`src/rtl/sram_fifo_ctrl_if.sv`:
```
`default_nettype none
// +--------------------------------------------------------------------+
// | sram_fifo_ctrl_if : producer/consumer valid-ready handshake bundle   |
// | Revision : 1.0                                                     |
// +--------------------------------------------------------------------+
interface sram_fifo_ctrl_if #(
  parameter int DATA_W = 128
);
  logic              enq_valid;
  logic              enq_ready;
  logic [DATA_W-1:0] enq_bits;
  logic              deq_valid;
  logic              deq_ready;
  logic [DATA_W-1:0] deq_bits;

  modport master (
    output enq_valid, enq_bits, deq_ready,
    input  enq_ready, deq_valid, deq_bits
  );

  modport slave (
    input  enq_valid, enq_bits, deq_ready,
    output enq_ready, deq_valid, deq_bits
  );
endinterface
`default_nettype wire

```
`src/rtl/sram_fifo_ctrl.sv`:
```
`default_nettype none
// +--------------------------------------------------------------------+
// | sram_fifo_ctrl : FIFO controller over a 1R1W SRAM, 2-entry out buf  |
// | Optional macro SRAM_FIFO_CTRL_FLUSH_EN adds a synchronous flush.   |
// | Revision : 1.0                                                     |
// +--------------------------------------------------------------------+
module sram_fifo_ctrl #(
  parameter int DATA_W = 128,
  parameter int DEPTH  = 16,
  parameter int ADDR_W = 4
) (
  input  wire logic              clock,
  input  wire logic              reset,
`ifdef SRAM_FIFO_CTRL_FLUSH_EN
  input  wire logic              flush,
`endif
  sram_fifo_ctrl_if.slave        fifo,
  output logic [4:0]             count,
  output logic                   sram_web,
  output logic [ADDR_W-1:0]      sram_aa,
  output logic [DATA_W-1:0]      sram_d,
  output logic                   sram_reb,
  output logic [ADDR_W-1:0]      sram_ab,
  input  wire logic [DATA_W-1:0] sram_q
);

  localparam logic [ADDR_W:0]   c_DEPTH   = (ADDR_W+1)'(DEPTH);
  localparam logic [ADDR_W:0]   c_CNT_ONE = (ADDR_W+1)'(1);
  localparam logic [ADDR_W-1:0] c_LAST    = ADDR_W'(DEPTH - 1);
  localparam logic [ADDR_W-1:0] c_PTR_ONE = ADDR_W'(1);

  logic [ADDR_W-1:0] r_wptr;
  logic [ADDR_W-1:0] r_rptr;
  logic [ADDR_W:0]   r_sram_cnt;
  logic              r_rd_inflight;
  logic [1:0]        r_obuf_cnt;
  logic              r_head;
  logic [DATA_W-1:0] r_obuf [2];

  logic              w_flush;
  logic              w_clr;
  logic              w_enq_ready;
  logic              w_enq_fire;
  logic              w_deq_valid;
  logic              w_deq_fire;
  logic              w_rd_issue;
  logic [2:0]        w_occ;
  logic              w_tail;
  logic [ADDR_W-1:0] w_wptr_nxt;
  logic [ADDR_W-1:0] w_rptr_nxt;

`ifdef SRAM_FIFO_CTRL_FLUSH_EN
  assign w_flush = flush;
`else
  assign w_flush = 1'b0;
`endif

  // Handshakes are suppressed during reset/flush so no beat is lost silently.
  assign w_clr       = reset | w_flush;
  assign w_enq_ready = !w_clr && (r_sram_cnt < c_DEPTH);
  assign w_enq_fire  = fifo.enq_valid && w_enq_ready;
  assign w_deq_valid = !w_clr && (r_obuf_cnt != 2'd0);
  assign w_deq_fire  = w_deq_valid && fifo.deq_ready;

  // Issue a read only if the output buffer can absorb it after this cycle's pop.
  assign w_occ      = {1'b0, r_obuf_cnt} + {2'b00, r_rd_inflight};
  assign w_rd_issue = !w_clr && (r_sram_cnt != '0) &&
                      (w_occ < (3'd2 + {2'b00, w_deq_fire}));

  assign w_wptr_nxt = (r_wptr == c_LAST) ? '0 : r_wptr + c_PTR_ONE;
  assign w_rptr_nxt = (r_rptr == c_LAST) ? '0 : r_rptr + c_PTR_ONE;
  assign w_tail     = r_head ^ r_obuf_cnt[0];

  assign fifo.enq_ready = w_enq_ready;
  assign fifo.deq_valid = w_deq_valid;
  assign fifo.deq_bits  = r_obuf[r_head];

  assign sram_web = !w_enq_fire;
  assign sram_aa  = r_wptr;
  assign sram_d   = fifo.enq_bits;
  assign sram_reb = !w_rd_issue;
  assign sram_ab  = r_rptr;

  assign count = 5'(r_sram_cnt) + {4'b0000, r_rd_inflight} + {3'b000, r_obuf_cnt};

  always_ff @(posedge clock) begin
    if (w_clr) begin
      r_wptr        <= '0;
      r_rptr        <= '0;
      r_sram_cnt    <= '0;
      r_rd_inflight <= 1'b0;
      r_obuf_cnt    <= 2'd0;
      r_head        <= 1'b0;
    end else begin
      if (w_enq_fire) r_wptr <= w_wptr_nxt;
      if (w_rd_issue) r_rptr <= w_rptr_nxt;
      case ({w_enq_fire, w_rd_issue})
        2'b10:   r_sram_cnt <= r_sram_cnt + c_CNT_ONE;
        2'b01:   r_sram_cnt <= r_sram_cnt - c_CNT_ONE;
        default: r_sram_cnt <= r_sram_cnt;
      endcase
      r_rd_inflight <= w_rd_issue;
      r_obuf_cnt    <= r_obuf_cnt + {1'b0, r_rd_inflight} - {1'b0, w_deq_fire};
      if (w_deq_fire) r_head <= ~r_head;
    end
  end

  // Payload storage needs no reset; occupancy alone decides validity.
  always_ff @(posedge clock) begin
    if (r_rd_inflight) r_obuf[w_tail] <= sram_q;
  end

endmodule
`default_nettype wire

```
`src/flat_wrapper.sv`:
```
// flat-port wrapper written by rule: the top's interface ports become plain ports
module sram_fifo_ctrl_flat 
#(
  parameter int DATA_W = 128,
  parameter int DEPTH  = 16,
  parameter int ADDR_W = 4
)
  (clock, reset, count, sram_web, sram_aa, sram_d, sram_reb, sram_ab, sram_q, fifo_enq_valid, fifo_enq_bits, fifo_deq_ready, fifo_enq_ready, fifo_deq_valid, fifo_deq_bits);
  sram_fifo_ctrl_if #(.DATA_W(DATA_W)) fifo_i ();
  input  wire logic clock;
  input  wire logic reset;
  output logic [4:0] count;
  output logic sram_web;
  output logic [ADDR_W-1:0] sram_aa;
  output logic [DATA_W-1:0] sram_d;
  output logic sram_reb;
  output logic [ADDR_W-1:0] sram_ab;
  input  wire logic [DATA_W-1:0] sram_q;
  input wire logic [$bits(fifo_i.enq_valid)-1:0] fifo_enq_valid;
  input wire logic [$bits(fifo_i.enq_bits)-1:0] fifo_enq_bits;
  input wire logic [$bits(fifo_i.deq_ready)-1:0] fifo_deq_ready;
  output wire logic [$bits(fifo_i.enq_ready)-1:0] fifo_enq_ready;
  output wire logic [$bits(fifo_i.deq_valid)-1:0] fifo_deq_valid;
  output wire logic [$bits(fifo_i.deq_bits)-1:0] fifo_deq_bits;
  assign fifo_i.enq_valid = fifo_enq_valid;
  assign fifo_i.enq_bits = fifo_enq_bits;
  assign fifo_i.deq_ready = fifo_deq_ready;
  assign fifo_enq_ready = fifo_i.enq_ready;
  assign fifo_deq_valid = fifo_i.deq_valid;
  assign fifo_deq_bits = fifo_i.deq_bits;
  sram_fifo_ctrl #(.DATA_W(DATA_W), .DEPTH(DEPTH), .ADDR_W(ADDR_W)) u_core (.clock(clock), .reset(reset), .fifo(fifo_i), .count(count), .sram_web(sram_web), .sram_aa(sram_aa), .sram_d(sram_d), .sram_reb(sram_reb), .sram_ab(sram_ab), .sram_q(sram_q));
endmodule
```
`config.mk`:
```
export PLATFORM = sky130hd
export DESIGN_NAME = sram_fifo_ctrl_flat
export DESIGN_NICKNAME = d
export VERILOG_FILES = /design/src/rtl/sram_fifo_ctrl_if.sv /design/src/rtl/sram_fifo_ctrl.sv /design/src/flat_wrapper.sv
export SDC_FILE = /design/constraint.sdc
export NUM_CORES = 1
export LEC_CHECK = 0
export ABC_AREA = 1
export ABC_CLOCK_PERIOD_IN_PS = 6000
export BUFFER_PORTS_ARGS = -buffer_cell sky130_fd_sc_hd__buf_2
export CORE_AREA = 2 2 206 208
export DETAILED_ROUTE_END_ITERATION = 8
export DIE_AREA = 0 0 208 210
export SLEW_MARGIN = 20
export SYNTH_ARGS = -nofsm -noshare
export SYNTH_HDL_FRONTEND = slang
export SYNTH_SLANG_ARGS = --single-unit
```
`constraint.sdc`:
```
create_clock -name clock -period 6 [get_ports clock]
set_input_delay 0 -clock clock [delete_from_list [all_inputs] [get_ports clock]]
set_output_delay 0 -clock clock [all_outputs]
set_load 0.02 [all_outputs]
```
Word level (Yosys, flattened, before mapping)
Memory sizes are Yosys's and may differ from the RTL's. A register that Yosys moved wholly into a read port is not among the register bits.
Cells that the tools add are included.
- bits in registers: 17
- latch bits: 0
- RAM bits: 256
- bits in read-only memories: 0
- memories kept: 1
- memory list (memory ; depth ; width ; read ports ; clocked after Yosys merged registers in ; write ports ; line ; source):
    u_core.r_obuf ; 2 ; 128 ; 1 ; 1 ; 1 ; sram_fifo_ctrl.sv:38 ; logic [DATA_W-1:0] r_obuf [2];
- add/sub/neg operators: 10
- multiply operators: 0
- divide/modulo/power cells: 0
- $lt $le $gt $ge: 2
- equal/unequal tests: 4
- shifts and indexed selects: 0
- mux-type cells: 7
- bitwise operators: 2
- reduce and logical (&&, ||, !) cells: 12
- operator list (kind ; count):
    one-hot mux 5 bit (2 select lines) ; 1
    adder 4 x 1 -> 4 bit (second input constant) ; 2
    equality test 4 bit (second input constant) ; 2
    2-to-1 mux 4 bit ; 2
    logical AND 1 bit ; 6
    adder 5 x 1 -> 5 bit ; 1
    adder 5 x 1 -> 5 bit (second input constant) ; 1
    adder 5 x 2 -> 5 bit ; 1
    < comparator 5 bit (second input constant) ; 1
    nonzero test 5 bit ; 1
    subtractor 5 x 1 -> 5 bit (second input constant) ; 1
    2-to-1 mux 1 bit ; 4
    nonzero test 2 bit ; 2
    adder 2 x 1 -> 3 bit ; 1
    adder 2 x 1 -> 3 bit (first input constant) ; 1
    logical NOT 1 bit ; 3
    < comparator 3 bit ; 1
    adder 2 x 1 -> 2 bit ; 1
    equality test 2 x 1 -> 1 bit (second input constant) ; 1
    equality test 2 bit (second input constant) ; 1
    subtractor 2 x 1 -> 2 bit ; 1
    inverter 1 bit ; 1
    bitwise XOR 1 bit ; 1

Logic depth before layout (Yosys ltp)
- depth in word-level cells: 8
- mapped depth: 15
- depth with buffers taken out: 15

Worst setup path after synthesis
No wires, ideal clock.
- path kind: flip-flop to flip-flop
- start: reg u_core.r_obuf_cnt[0]
- end: mem u_core.r_obuf[0][0], enable pin
- data arrival time: 5936 ps
- required time: 5382 ps
- setup slack: -554 ps
- cell stages (with the launch flop): 4
- clock period less this slack: 6554 ps
- cells stage by stage: dfxtp_1 > xnor2_1 > inv_1 > nor2_1
- word-level cells in the longest chain between the ends: 1
- ends and longest elaborated chain (element ; line ; source):
    from (decl) ; sram_fifo_ctrl.sv:36 ; logic [1:0] r_obuf_cnt;
    from (signal assigned) ; sram_fifo_ctrl.sv:103 ; r_obuf_cnt <= r_obuf_cnt + {1'b0, r_rd_inflight} - {1'b0, w_deq_fire};
    bitwise XOR 1 bit ; sram_fifo_ctrl.sv:72 ; assign w_tail = r_head ^ r_obuf_cnt[0];
    to (decl) ; sram_fifo_ctrl.sv:38 ;
No other way between the ends.

==> summary.md <==
| Metric | Value |
|---|---|
| Status | completed |
| Adder-cell share of the synthesized area | 0.01735 |
| CTS sink cnt | 274 |
| CP required | 6.00 ns |
| Pleak | 5.519 nW |
| Root Buffer | clkbuf_16 |
| Critical path startpoint category | flop |
| Post-synthesis mux area share | 0.1265 |
| Critical path endpoint category | output pin |
| CTS H-tree lvls | 1 |
| Nets | 1250 |
| Seq/Total Area, Yosys | 0.7062 |
| Die Span Y | 210 µm |
| WS Path Type | reg2out |
| I/O pins | 533 |
| TNS Setup | 0 ns |
| GR Util met3 | 0.05259 |
| Comb pwr share | 0.305 |
| Final period util | 0.4434 |
| Pwr/cell area | 435.2 nW/µm² |
| Post-synthesis simple-gate area fraction | 0.02789 |
| WHS | 0.000007771 ns |
| TritonCTS clock tree | yes |
| All-Layer GR Usage | 0.1186 |
| Placed insts | 1352 |
| Largest net degree at the start of global routing | 129 |
| Flop pwr share | 0.435 |
| DRT Wirelength | 27.32 mm |
| Fmax | 0.3759 GHz |
| Grt peak-use layer | met2 |
| Synth-to-layout area growth | 28.41% |
| Via density | 4.191 |
| Internal | 0.004265 W |
| Post-Synth XOR/XNOR Area | 0.007686 |
| DR DRC count | 0 |
| Num rows | 75 |
| Initial antenna violation count | 2 |
| Clock power share | 0.259 |
| Peak VDD IR | 0.2611 mV |
| First-pass GRT wire length | 40.32 mm |
| Via count | 6446 |
| Largest family of logic cells by synthesized area | multiplexers |
| Met2 Use GR | 0.1993 |
| Net Sw Frac | 0.3303 |
| RSZ-0062 raised after global routing | no |
| Crit path DAT | 2.66 ns |
| Worst Clk Skew | 0.01730 ns |
| Hold Crit Class | in2out |
| Post-Place Setup Slack | 3.531 ns |
| Placeable Area | 41480 µm² |
| Mapped Area | 11400 µm² |
| Met1 Use GR | 0.1279 |
| GRT overflow | 0 |
| Pwr Total | 0.006368 W |
| Clock Path Buffers | 3 |
| Seq cells post-synth | 274 |
| Worst Path Max Fanout | 53 |
| Die Wd | 208 µm |
| Yosys warns | 0 |
| Number of global-route vias before repair | 6879 |
| Synth Area in Compound Gates | 0.01076 |
| Synth unique cells | 29 |
| Syn avg cell area | 16.81 µm² |
| Tightest Pin Transition | 0.9984 ns |
| CTS Buf Count | 30 |
| Count of final hold-check violations | 0 |
| Final setup fails | 0 |
| Wire length per cell | 17.76 µm |
| Non-Filler Instances | 1538 |
| Clock Pin Slew Worst Setup and Hold Paths | 0.06 ns |
| Switch Pwr | 0.002103 W |
| Initial Util | 0.2748 |
| Die area | 43680 µm² |
| HPWL after detailed placement | 17.79 mm |
| Final min period | 2.660 ns |
| Mapped Cells | 678 |
| Syn_nets | 952 |
| Post-CTS setup buffer count | 0 |
| Post-DRT Antenna Nets | 0 |
| TritonRoute pass-1 iters | 6 |
| Max_slew headroom | 0.3344 |
| Skew-Pair Late Insertion Delay | 0.56 ns |
| GPL Wtd Cong | 0.8074 |
| PortBufs | 276 |
| Final WS setup | 3.340 ns |
| DR iter-0 viols | 251 |
| Layout cells sized above 1 | 0.4659 |
| Slew Limit Fails | 0 |
| Filler Cell Count | 3994 |
| Max cap viols | 0 |
[Yosys cell counts (all sizes together)]
| cell | n | area share |
|---|---|---|
| a21oi | 14 | 0.0075 |
| inv | 24 | 0.0081 |
| xnor2 | 4 | 0.0031 |
| mux2 | 128 | 0.13 |
| fa | 3 | 0.0053 |
| nor2 | 19 | 0.0074 |
| o21ai | 6 | 0.0026 |
| ha | 11 | 0.012 |
| nand3 | 16 | 0.0070 |
| xor2 | 6 | 0.0046 |
| a211oi | 1 | 0.00066 |
| nand3b | 1 | 0.00066 |
| dfxtp | 18 | 0.032 |
| nand4 | 2 | 0.0024 |
| buf | 145 | 0.096 |
| nand2 | 24 | 0.010 |
| edfxtp | 256 | 0.67 |
[logic make-up after synthesis]
kind of cell,Yosys count
buf+inv,169
xor+xnor,10
mux,128
flops,274
simple gates,62
compound gates,21
fa+ha+maj,14
[critical path: stages (launching register included)]
cell,delay [ns]
dfxtp_4,0.70
buf_4,0.72
mux2_2,0.45
buf_2,0.17
[what timing repair did]
action / CTS / global route
gates resized for setup: 0 / 0
hold buffers: 131 / 0
endpoints found under the hold margin: 271 / 0
[cell type report]
cell class                 instances  area, µm²  area share
multi-input combinational        235       2182      0.1491
clock buffer                      37      777.0     0.05310
timing repair buffer             411       2748      0.1878
tap                              539      674.4     0.04608
sequential                       274       8051      0.5502
clock inverter                    17      106.4    0.007267
inverter                          24      92.59    0.006327
antenna                            1      2.502   0.0001710
[path summary, 6_finish.rpt]
check | slack [ns] | depth (start not counted) | from | endpoint
worst min-delay path | 0.000008 | 0 | fifo_enq_bits[67] | sram_d[67]
worst max register to register | 3.48 | 15 | u_core.r_obuf_cnt[0] | u_core.r_sram_cnt[3]
worst max-delay path | 3.34 | 3 | flop | fifo_deq_bits[106]
worst min register to register | 0.49 | 2 | u_core.sram_aa[2] | u_core.sram_aa[2]
[layer usage]
layer  wire length (µm)  share of wire
met1              10090           0.37
met4               1109          0.041
met5                125         0.0046
met2              13230           0.48
met3               2759           0.10
[registers in the layout, indices dropped and copies added (netlist names), named ones only]
register,count
u_core.r_head,1
u_core.sram_aa,4
u_core.r_obuf_cnt,2
u_core.sram_ab,4
u_core.r_sram_cnt,5
u_core.r_obuf,256
u_core.r_rd_inflight,1
[power by group through the flow]
stage	sequential [W]	clock, W	combinational, W
after floorplan	0.00281	0	0.00141
after global placement	0.00279	0	0.00189
after detailed placement	0.00281	0	0.00189
after CTS	0.00277	0.00172	0.00198
after global routing	0.00282	0.00180	0.00210
final	0.00277	0.00165	0.00195
[metrics by stage]
stage	util	cell area, µm²
4_1_cts	0.3528	14630
3_3_place_gp	0.2998	12440
2_1_floorplan	-	11400
6_report	0.3528	14630
3_5_place_dp	0.2998	12440
5_1_grt	0.3528	14630
[layout by cell type (no fill, tap or decap), types with 8 or more instances in the layout]
cell type      Yosys  layout
a21oi_1           12      12
buf_2              3     276
clkbuf_16          0      30
clkinv_1           0       8
dfxtp_1           18      17
dlygate4sd3_1      0     131
edfxtp_1         256     256
ha_1              11      11
inv_1             19      19
mux2_2           128     128
nand2_1           20      20
nand3_1           16      16
nor2_1            16      14
(Power assumes the default switching activity.)
